`src/rtl/pc_seq_pkg.sv`:
```
// Shared definitions for the PC sequencer: jump encodings, FSM states and
// default reset/exception byte addresses.
package pc_seq_pkg;

    typedef enum logic [1:0] {
        NOJUMP = 2'b00,
        J      = 2'b01,
        JAL    = 2'b10,
        JR     = 2'b11
    } jump_e;

    typedef enum logic {
        RUN     = 1'b0,
        HANDLER = 1'b1
    } pc_state_e;

    localparam logic [31:0] DEFAULT_RESET_PC = 32'h0000_3000;
    localparam logic [31:0] DEFAULT_EXC_VEC  = 32'h0000_4180;

endpackage

```
`src/rtl/pc_ras.sv`:
```
// Circular return-address stack. A push onto a full stack overwrites the
// oldest entry and the count saturates at DEPTH; a pop on an empty stack does
// nothing. top reads as zero while the stack is empty.
module pc_ras #(
    parameter int unsigned DEPTH = 4,
    parameter int unsigned W     = 30,
    localparam int unsigned PTR_W = (DEPTH > 1) ? $clog2(DEPTH) : 1,
    localparam int unsigned CNT_W = $clog2(DEPTH + 1)
) (
    input  logic             clk,
    input  logic             rst_n,
    input  logic             push,
    input  logic             pop,
    input  logic [W-1:0]     push_data,
    output logic [W-1:0]     top,
    output logic [CNT_W-1:0] count
);

    logic [W-1:0]     mem_q [DEPTH];
    logic [W-1:0]     mem_d [DEPTH];
    logic [PTR_W-1:0] wr_ptr_q, wr_ptr_d;
    logic [CNT_W-1:0] count_q, count_d;
    logic [PTR_W-1:0] top_idx;

    function automatic logic [PTR_W-1:0] ptr_inc(input logic [PTR_W-1:0] p);
        return (p == PTR_W'(DEPTH - 1)) ? '0 : p + PTR_W'(1);
    endfunction

    function automatic logic [PTR_W-1:0] ptr_dec(input logic [PTR_W-1:0] p);
        return (p == '0) ? PTR_W'(DEPTH - 1) : p - PTR_W'(1);
    endfunction

    assign top_idx = ptr_dec(wr_ptr_q);
    assign top     = (count_q == '0) ? '0 : mem_q[top_idx];
    assign count   = count_q;

    // Next-state for the write pointer, occupancy and storage.
    always_comb begin
        mem_d    = mem_q;
        wr_ptr_d = wr_ptr_q;
        count_d  = count_q;
        if (push) begin
            mem_d[wr_ptr_q] = push_data;
            wr_ptr_d        = ptr_inc(wr_ptr_q);
            if (count_q != CNT_W'(DEPTH)) begin
                count_d = count_q + CNT_W'(1);
            end
        end else if (pop && (count_q != '0)) begin
            wr_ptr_d = ptr_dec(wr_ptr_q);
            count_d  = count_q - CNT_W'(1);
        end
    end

    // Stack registers with asynchronous clear.
    always_ff @(posedge clk or negedge rst_n) begin
        if (!rst_n) begin
            for (int unsigned i = 0; i < DEPTH; i++) begin
                mem_q[i] <= '0;
            end
            wr_ptr_q <= '0;
            count_q  <= '0;
        end else begin
            mem_q    <= mem_d;
            wr_ptr_q <= wr_ptr_d;
            count_q  <= count_d;
        end
    end

endmodule

```
`src/rtl/pc_seq.sv`:
```
// Registered program-counter sequencer: next-PC mux (exception, eret, branch,
// J/JAL, JR, sequential), stall hold, EPC and RUN/HANDLER state.
// Optional return-address stack enabled by defining PC_RAS_EN.
module pc_seq
    import pc_seq_pkg::*;
#(
    parameter int unsigned       ADDR_W    = 32,
    parameter logic [ADDR_W-1:0] RESET_PC  = DEFAULT_RESET_PC,
    parameter logic [ADDR_W-1:0] EXC_VEC   = DEFAULT_EXC_VEC,
    parameter int unsigned       RAS_DEPTH = 4
) (
    input  logic              clk,
    input  logic              rst_n,
    input  logic              stall,
    input  logic              branch,
    input  logic              zero,
    input  logic [1:0]        jump,
    input  logic [25:0]       imminstr,
    input  logic [ADDR_W-1:0] aluresult,
    input  logic              exc_req,
    input  logic              eret,
    output logic [ADDR_W-3:0] pc,
    output logic [ADDR_W-3:0] pcfour,
    output logic [ADDR_W-3:0] epc,
    output logic              in_exc,
    output logic [ADDR_W-3:0] ras_pred,
    output logic              ras_mispred
);

    localparam int unsigned PW = ADDR_W - 2;

    logic [PW-1:0] pc_q, pc_d;
    logic [PW-1:0] epc_q, epc_d;
    pc_state_e     state_q, state_d;
    jump_e         jmp;
    logic [PW-1:0] jr_target;
    logic [PW-1:0] j_target;
    logic          ras_push, ras_pop;
    logic [1:0]    unused_alu_lsbs;

    assign jmp             = jump_e'(jump);
    assign jr_target       = aluresult[ADDR_W-1:2];
    assign unused_alu_lsbs = aluresult[1:0];

    assign pc     = pc_q;
    assign pcfour = pc_q + PW'(1);
    assign epc    = epc_q;
    assign in_exc = (state_q == HANDLER);

    // Next-PC selection and RUN/HANDLER transitions; everything holds on stall.
    always_comb begin
        pc_d     = pc_q;
        epc_d    = epc_q;
        state_d  = state_q;
        ras_push = 1'b0;
        ras_pop  = 1'b0;
        // J keeps the PC's upper word bits and replaces the low 26.
        j_target        = pc_q;
        j_target[25:0]  = imminstr;
        if (!stall) begin
            if (exc_req && (state_q == RUN)) begin
                pc_d    = EXC_VEC[ADDR_W-1:2];
                epc_d   = pc_q;
                state_d = HANDLER;
            end else if (eret && (state_q == HANDLER)) begin
                pc_d    = epc_q;
                state_d = RUN;
            end else if (branch && zero) begin
                pc_d = pcfour + {{(PW-16){imminstr[15]}}, imminstr[15:0]};
            end else if ((jmp == J) || (jmp == JAL)) begin
                pc_d     = j_target;
                ras_push = (jmp == JAL);
            end else if (jmp == JR) begin
                pc_d    = jr_target;
                ras_pop = 1'b1;
            end else begin
                pc_d = pcfour;
            end
        end
    end

    // PC, EPC and state registers.
    always_ff @(posedge clk or negedge rst_n) begin
        if (!rst_n) begin
            pc_q    <= RESET_PC[ADDR_W-1:2];
            epc_q   <= '0;
            state_q <= RUN;
        end else begin
            pc_q    <= pc_d;
            epc_q   <= epc_d;
            state_q <= state_d;
        end
    end

`ifdef PC_RAS_EN
    localparam int unsigned CNT_W = $clog2(RAS_DEPTH + 1);

    logic [CNT_W-1:0] ras_count;

    pc_ras #(
        .DEPTH (RAS_DEPTH),
        .W     (PW)
    ) u_ras (
        .clk       (clk),
        .rst_n     (rst_n),
        .push      (ras_push),
        .pop       (ras_pop),
        .push_data (pcfour),
        .top       (ras_pred),
        .count     (ras_count)
    );

    assign ras_mispred = (jmp == JR) && (ras_count != '0) && (ras_pred != jr_target);
`else
    logic unused_ras;

    assign unused_ras  = ras_push ^ ras_pop;
    assign ras_pred    = '0;
    assign ras_mispred = 1'b0;
`endif

endmodule

```
`config.mk`:
```
export PLATFORM = sky130hd
export DESIGN_NAME = pc_seq
export DESIGN_NICKNAME = d
export VERILOG_FILES = /design/src/rtl/pc_seq_pkg.sv /design/src/rtl/pc_ras.sv /design/src/rtl/pc_seq.sv
export SDC_FILE = /design/constraint.sdc
export NUM_CORES = 1
export LEC_CHECK = 0
export ABC_AREA = 1
export BUFFER_PORTS_ARGS = -buffer_cell sky130_fd_sc_hd__buf_2
export CORE_MARGIN = 1.5
export CORE_UTILIZATION = 50
export DETAILED_ROUTE_END_ITERATION = 16
export PLACE_DENSITY = 0.82
export RECOVER_POWER = 50
export SLEW_MARGIN = 25
export SYNTH_ARGS = -nofsm -noshare
export SYNTH_HDL_FRONTEND = slang
export SYNTH_SLANG_ARGS = --single-unit
```
`constraint.sdc`:
```
create_clock -name clk -period 3.3 [get_ports clk]
set_clock_uncertainty 0.1 [all_clocks]
set_input_delay 0.495 -clock clk [delete_from_list [all_inputs] [get_ports clk]]
set_output_delay 0.495 -clock clk [all_outputs]
set_load 0.02 [all_outputs]
```
==> out/qor.yml <==
status: "finished, final reports clean"
sequentialPowerShare: 0.211
row_count: 42
timing.hold.ws_ps: 291.4
final_common_cell: "nand2_1"
fmax_ghz: 0.3148
grt_pass1_vias: 7091
fp.dieH_um: 119.0
path_clk_slew_ps: 50
netlist_area_um2: 6733
dominantRegCellSynth: "dfrtp_1"
grt_max_degree: 52
worst_setup_path_start_kind: "register"
switching_share: 0.5475
rsz0062_at_grt: "true"
setup_tns_ps: 0
synth_edf_count: 0
gr-total-overflow: 0
grt_pass1_wl_um: 36520
worst_pin_slew_ps: 1233
final_max_slew_viol_count: 0
cts_tree: "done"
die_area_um2: 14170
num_io_pins: 189
grt_util_met2: 0.5188
clock_path_buffers: 2
clk_latency_ps: 330
final-setup-viol-count: 0
drt_iter0_markers: 651
cts.sinks: 61
p_leak_nw: 4.621
slew_headroom: 0.1782
n_antenna_cell: 0
vias: 7939
gp_congestion: 0.9581
cp.arrival_ps: 3300
synth_seq_area_share: 0.2271
p_int_mw: 3.350
finish.utilization: 0.6438
drc: 0
syn_inst: 1129
die_x_um: 119.0
path_max_fanout: 5
ys_warn_count: 0
viasPerCell: 5.325
ant_nets: 0
cts_hold_buffers: 0
syn_to_final_growth_pct: 26.13
min_path_type: "input pin to asynchronous set/reset pin"
pwr-share-clk: 0.117
endpoint_kind: "register"
p_per_area_nw_per_um2: 871.8
first_pass_iters: 5
power.total_mw: 7.403
grt_use_met1: 0.4577
antenna_found_initial: 0
ys_seq_elements: 61
cts_buffers: 9
dpl.hpwl_um: 18630
root_buffer: "clkbuf_16"
async_flop_share: 1.000
layout_common_cells: "nand2_1, inv_1, buf_2, nor2_1, nand3_1"
finalNetCount: 1415
comb_power_share: 0.672
synth_cell_types: 48
avgSynthCellArea_um2: 5.963
max-vdd-ir-drop_v: 0.0006334
hold_violations: 0
route.final.wire_length_um: 23640
min_period_ps: 3177
power_switching_mw: 4.053
place.port_buffers: 155
worst_ep_required_time_ps: 3420
core_um2: 13190
busiest_layer: "met2"
htree_levels: 3
start_util: 0.5104
finalCritPeriodShare: 0.9627
max_cap_violations: 0
met3_usage: 0.05316
wire_per_inst_um: 15.85
grt_usage: 0.3284
crit_type: "register to register"
drive_gt1_frac: 0.2342
## cell usage after synthesis, types with 8 or more instances
library cell / instances / area share
and2_1: 8 / 0.0074
nor2_2: 8 / 0.0074
clkbuf_1: 21 / 0.012
inv_2: 8 / 0.0045
a21oi_1: 74 / 0.055
nor2_1: 127 / 0.071
nand2_2: 11 / 0.010
buf_4: 31 / 0.035
xor2_1: 16 / 0.021
o21ai_0: 54 / 0.040
nand2_1: 398 / 0.22
dfrtp_1: 59 / 0.22
nand3_1: 69 / 0.051
ha_1: 37 / 0.069
inv_1: 125 / 0.070
## state kept, by name, indices dropped and copies added, names as in the netlist
register,cells
pc,30
epc,30
in_exc,1
## repair_timing
item / in CTS / in global routing
resized for setup: 1 / 95
endpoints found under the setup margin: 1 / 19
setup buffers: 0 / 6
pin swaps: 1 / 16
## area by class of cell
cell class                      count  area, um^2
Clock buffer                       12       256.5
Clock inverter                      4       22.52
Fill cell                        1271        4698
Inverter                          134       503.0
Multi-Input combinational cell    905        4883
Sequential cell                    61        1536
Tap cell                          176       220.2
Timing Repair Buffer              199        1070
## kinds of logic after synthesis
group / synth area share
buffers and inverters: 0.1260
multiplexers: 0.01003
AO/OA/AOI/OAI: 0.1297
adder cells (fa/ha/maj): 0.07173
XOR/XNOR: 0.03066
other: 0.0005570
flip-flops: 0.2271
AND/OR/NAND/NOR: 0.4042
## worst max-delay path: stages (launching register included)
cell and delay (ps):
dfrtp_1 420, ha_2 220, nand2_2 80, nor2_4 150
nand2_4 110, nor2_4 170, xor2_1 260, ha_1 360
nand2_1 190, inv_1 50, nand2_1 80, nand2_1 60
nand2_1 60, nand2_1 60, nand2_1 50, nand2_1 70
inv_1 60, nand2_1 90, nand2_1 90, nand3_1 70
nand2_1 90, nand2_1 60, nand2_1 70, nand2_1 40
## worst paths after layout
path                       cells after the start  slack, ps  endpoint    start
max                                           23        120    pc[29]    pc[0]
min                                            1        290    epc[0]    rst_n
max reg2reg                                   23        120    pc[29]    pc[0]
min reg2reg                                    2        410   epc[20]  epc[20]
max in group asynchronous                      2       1020    pc[14]    rst_n
min in group clk                               2        410   epc[20]  epc[20]
## per-stage QoR
step                      cell area (um^2)  cells  worst slack [ps]
after global placement                7794   1469             76.37
after detailed placement              7794   1469             19.21
after CTS                             8078   1485             12.73
after floorplan                       6845   1159             145.9
final                                 8492   1491             123.1
after global routing                  8492   1491            -52.68
## power groups by stage
stage / combinational (mW) / sequential [mW] / clock (mW)
6_report: 4.97 / 1.56 / 0.866
5_1_grt: 5.45 / 1.62 / 0.912
4_1_cts: 4.61 / 1.52 / 0.876
3_5_place_dp: 4.57 / 1.52 / 0
3_3_place_gp: 4.51 / 1.51 / 0
2_1_floorplan: 2.66 / 1.86 / 0
## per-layer routing
layer,part of all wire,up-vias
met3,0.091,52
met4,0.031,0
li1,-,3869
met2,0.45,352
met1,0.42,3666
met5,0,-
(Power assumes the default switching activity.)
